--- src/rtl/rom_arb_pkg.sv ---
// Shared types and constants for the ROM fetch arbiter.
// Owners are one bit: instruction fetch (I) and data load (D).
package rom_arb_pkg;

  localparam int DEF_ADDR_W       = 32;
  localparam int DEF_DATA_W       = 32;
  localparam int MAX_READ_LATENCY = 4;

  localparam logic OWNER_I = 1'b0;
  localparam logic OWNER_D = 1'b1;

  typedef struct packed {
    logic valid;
    logic owner;
  } tag_t;

endpackage

--- src/rtl/rom_rsp_tag_pipe.sv ---
// Shift register of {valid, owner} tags that mirrors the ROM read latency.
// The tag leaving the last stage names the owner of the current rom_douta word.
module rom_rsp_tag_pipe
  import rom_arb_pkg::*;
#(
  parameter int READ_LATENCY = 1
) (
  input  logic clka,
  input  logic clr,
  input  tag_t tag_in,
  output tag_t tag_out
);

  localparam int LAT = (READ_LATENCY < 1) ? 1 :
                       (READ_LATENCY > MAX_READ_LATENCY) ? MAX_READ_LATENCY : READ_LATENCY;

  tag_t [LAT-1:0] stage_q;
  tag_t [LAT-1:0] stage_d;

  always_comb begin
    stage_d[0] = tag_in;
    for (int i = 1; i < LAT; i++) begin
      stage_d[i] = stage_q[i-1];
    end
  end

  // NOTE: every stage is cleared on reset, because a stale valid bit here would
  // emit a response for a request issued before reset.
  always_ff @(posedge clka) begin
    if (clr) begin
      stage_q <= '0;
    end else begin
      // NOTE: non-blocking assignment so all stages shift on the same edge.
      stage_q <= stage_d;
    end
  end

  assign tag_out = stage_q[LAT-1];

endmodule

--- src/rtl/rom_fetch_arbiter.sv ---
// Round-robin share of one synchronous-read ROM between instruction fetch (I)
// and data load (D); each returned word is routed back to the requester that issued it.
module rom_fetch_arbiter
  import rom_arb_pkg::*;
#(
  parameter int ADDR_W       = DEF_ADDR_W,
  parameter int DATA_W       = DEF_DATA_W,
  parameter int READ_LATENCY = 1
) (
  input  logic              clka,
  input  logic              rsta,
  input  logic              i_req_valid,
  input  logic [ADDR_W-1:0] i_req_addr,
  output logic              i_req_ready,
  output logic              i_rsp_valid,
  output logic [DATA_W-1:0] i_rsp_data,
  input  logic              d_req_valid,
  input  logic [ADDR_W-1:0] d_req_addr,
  output logic              d_req_ready,
  output logic              d_rsp_valid,
  output logic [DATA_W-1:0] d_rsp_data,
  output logic              rom_ena,
  output logic [ADDR_W-1:0] rom_addra,
  input  logic [DATA_W-1:0] rom_douta,
  output logic              misalign_err
);

  logic              last_grant_q, last_grant_d;
  logic              misalign_q, misalign_d;
  logic              grant;
  logic              owner;
  logic [ADDR_W-1:0] sel_addr;
  tag_t              rsp_tag;

  // NOTE: every output of this block is given a default first, so no path
  // leaves a signal unassigned and no latch is inferred.
  always_comb begin
    grant        = 1'b0;
    owner        = OWNER_I;
    if (!rsta) begin
      if (i_req_valid && d_req_valid) begin
        grant = 1'b1;
        owner = ~last_grant_q;
      end else if (i_req_valid) begin
        grant = 1'b1;
        owner = OWNER_I;
      end else if (d_req_valid) begin
        grant = 1'b1;
        owner = OWNER_D;
      end
    end

    sel_addr     = (owner == OWNER_D) ? d_req_addr : i_req_addr;
    i_req_ready  = grant && (owner == OWNER_I);
    d_req_ready  = grant && (owner == OWNER_D);
    rom_ena      = grant;
    rom_addra    = grant ? {sel_addr[ADDR_W-1:2], 2'b00} : '0;
    last_grant_d = grant ? owner : last_grant_q;
    misalign_d   = misalign_q | (grant && (sel_addr[1:0] != 2'b00));
  end

  always_ff @(posedge clka) begin
    if (rsta) begin
      last_grant_q <= OWNER_D;
      misalign_q   <= 1'b0;
    end else begin
      last_grant_q <= last_grant_d;
      misalign_q   <= misalign_d;
    end
  end

  rom_rsp_tag_pipe #(
    .READ_LATENCY(READ_LATENCY)
  ) u_tag_pipe (
    .clka   (clka),
    .clr    (rsta),
    .tag_in ('{valid: grant, owner: owner}),
    .tag_out(rsp_tag)
  );

  // Responses are masked during reset since the pipe only clears at the edge.
  always_comb begin
    i_rsp_valid = !rsta && rsp_tag.valid && (rsp_tag.owner == OWNER_I);
    d_rsp_valid = !rsta && rsp_tag.valid && (rsp_tag.owner == OWNER_D);
    i_rsp_data  = i_rsp_valid ? rom_douta : '0;
    d_rsp_data  = d_rsp_valid ? rom_douta : '0;
  end

  assign misalign_err = misalign_q;

endmodule

--- config.mk ---
export PLATFORM = sky130hd
export DESIGN_NAME = rom_fetch_arbiter
export DESIGN_NICKNAME = d
export VERILOG_FILES = /design/src/rtl/rom_arb_pkg.sv /design/src/rtl/rom_rsp_tag_pipe.sv /design/src/rtl/rom_fetch_arbiter.sv
export SDC_FILE = /design/constraint.sdc
export NUM_CORES = 1
export LEC_CHECK = 0
export ABC_AREA = 1
export CORE_MARGIN = 4
export CORE_UTILIZATION = 20
export CTS_BUF_LIST = sky130_fd_sc_hd__clkbuf_4
export DETAILED_ROUTE_END_ITERATION = 16
export PLACE_DENSITY = 0.8
export SLEW_MARGIN = 10
export SYNTH_ARGS = -nofsm -noshare
export SYNTH_HDL_FRONTEND = slang
export SYNTH_SLANG_ARGS = --single-unit
--- constraint.sdc ---
create_clock -name clka -period 1.2 [get_ports clka]
set_input_delay 0.12 -clock clka [delete_from_list [all_inputs] [get_ports clka]]
set_output_delay 0.12 -clock clka [all_outputs]
set_load 0.01 [all_outputs]
==> metrics.cfg <==
[pwr]
peakVddDrop_mv = 0.216
finalPower_w = 0.00142
comb_power_share = 0.776
clkPwrFrac = 0.118
power_frac_seq = 0.107
p_sw_frac = 0.373
p_leak_nw = 1.89
p_int_w = 0.000887
power_density_nw_per_um2 = 407
net-switching-power_w = 0.000528

[clocking]
clkSlewWorstSetupHoldPaths_ns = 0.04
cts_tree = built
cts_hold_buf = 0
clk_latency_ns = 0.23
clock_path_buffers = 2
h-tree-depth = 1
numCtsBuffers = 3
cts-root-buf = clkbuf_4
cts.sinks = 4

[grt]
grt_use_total = 0.202
grt_max_degree = 21
grt_pass1_wl_um = 10100
overflow = 0
grt_pass1_vias = 2188
antenna_found_initial = 0

[finish]
finish.utilization = 0.723
fillers = 395
layout-drive-gt1-share = 0.458
design_area_um2 = 3480
antenna_cells = 0
final_common_cell = clkdlybuf4s50_1
nets = 554
syn_to_final_growth_pct = 241
final-instance-count-excl-fill = 519
final_cell_mix = clkdlybuf4s50_1, nand2_1, buf_2, buf_6, inv_1

[run_status]
violations = setup timing
outcome = finished, violations left

[detailed_routing]
routedLengthMet1_um = 2330
maxUsedRoutingLayer = met4
dr.pass1.iters = 4
met2_length_um = 4190
route.met3.wl_um = 695
wl_per_cell_um = 14.2
wirelength_um = 7380
first_iter_violations = 51
via_per_inst = 4.21
ant_nets = 0
vias = 2183
drc = 0

[logic_synthesis]
synthAdderAreaFrac = 0
ys_warn_count = 0
synth_area_per_cell_um2 = 4.41
ys_types = 16
ys_seq_area_frac = 0.0785
synth-compound-area-share = 0.0233
synth_xor_area_frac = 0
synth_top_family_by_area = simple AND/OR/NAND/NOR gates
post_synth_mux_area_share = 0
synthCells = 231
yosys.area.top_type = nand2_1
yosys.area_share.simple = 0.644
syn-cell-area_um2 = 1020
ys_ff_latch = 4
synth_top_area_frac = 0.331
yosys-top-cells-area = nand2_1, nor2_1, inv_1

[sta]
layout_min_cycle_time_ns = 1.48
rsz0062_at_grt = true
hold_viol = 0
setup_ws_ns = -0.281
finClkSkew_ns = 0.00464
maxSlewViolCount = 0
fin_crit_sh = 1.23
setup_tns_ns = -19.45
finalSetupViolCount = 97
fmax_mhz = 675

[placed_design]
io_buffers = 199
dpl_cell_area_um2 = 3170
place.gp.congestion = 0.775
place_inst = 501
place.detailed.hpwl_um = 5280

[floorplanning]
fp.dieH_um = 79.4
coreArea_um2 = 4820
start_util = 0.212
die_w_um = 79.4
die-area_um2 = 6310
ios = 202
row_count = 25

[job]
cap_viol_max_count = 0

[critical_path]
required_ns = 1.08
path_class = reg2out
cp.arrival_ns = 1.36
critPathCaptureType = output pin
cp-start-kind = register
worst-path-max-fanout = 8

[hold_path]
hold_path_class = in2reg

routing by layer:
| layer | track usage | vias up |
|---|---|---|
| li1 | - | 1090 |
| met1 | 0.188 | 951 |
| met2 | 0.422 | 130 |
| met3 | 0.0451 | 12 |
| met4 | 0.0619 | 0 |
| met5 | 0 | - |
stage by stage:
step	worst slack, ns	hold WS [ns]
final	-0.281	0.240
after global routing	-0.333	0.265
after CTS	-0.339	0.220
after detailed placement	-0.804	0.440
after global placement	-0.784	0.439
after floorplan	0.00198	0.189
critical path, stage by stage (launching register included):
cell,delay (ns)
dfxtp_2,0.33
inv_4,0.05
nor3_4,0.21
inv_4,0.10
buf_6,0.15
nor2_1,0.13
buf_2,0.16
registers in the layout, indices dropped and copies added, names as in the netlist:
signal              flops
last_grant_q            1
misalign_err            1
u_tag_pipe.tag_out      2
cell usage after synthesis:
master,number
nand3_1,2
a21oi_1,1
nor3_2,2
inv_1,40
buf_2,9
o21ai_0,2
buf_6,3
nor2_1,69
nor2_8,1
nand2_1,90
dfxtp_1,4
inv_2,3
conb_1,1
buf_4,2
o21ai_2,1
nand3_2,1
cell type report:
cell class	count	area, µm²	area share
multi-input combinational	171	988	0.284
inverter	43	176	0.0507
clock buffer	3	22.5	0.00647
sequential	4	86.3	0.0248
timing repair buffer	231	2120	0.610
tap	67	83.8	0.0241
logic make-up (layout without fill, tap and decap cells):
family,Yosys count,count (layout)
other cells,1,2
compound gates,4,4
buf+inv,57,277
flops,4,4
simple gates,165,165
power groups by stage:
stage               combinational, W  clock, W  sequential, W
finish                       0.00110  0.000167       0.000151
global route                 0.00118  0.000183       0.000152
CTS                         0.000979  0.000172       0.000151
detailed placement          0.000967         0       0.000149
global placement            0.000954         0       0.000149
floorplan                   0.000298         0       0.000150
final timing paths:
path         depth (start not counted)                  start             end  slack, ns
max                                  6  u_tag_pipe.tag_out[1]  d_rsp_data[28]      -0.28
min                                  3            d_req_valid    last_grant_q       0.24
max reg2reg                          7           last_grant_q    misalign_err       0.06
min reg2reg                          2           misalign_err    misalign_err       0.46
timing repair:
| item | in CTS | in global routing |
|---|---|---|
| setup buffers | 11 | 4 |
| gates cloned | 5 | 4 |
| gates resized for setup | 464 | 104 |
| pin swaps | 8 | 8 |
| endpoints found under the setup margin | 101 | 100 |
Note: power is estimated with default switching activity, not from simulation.
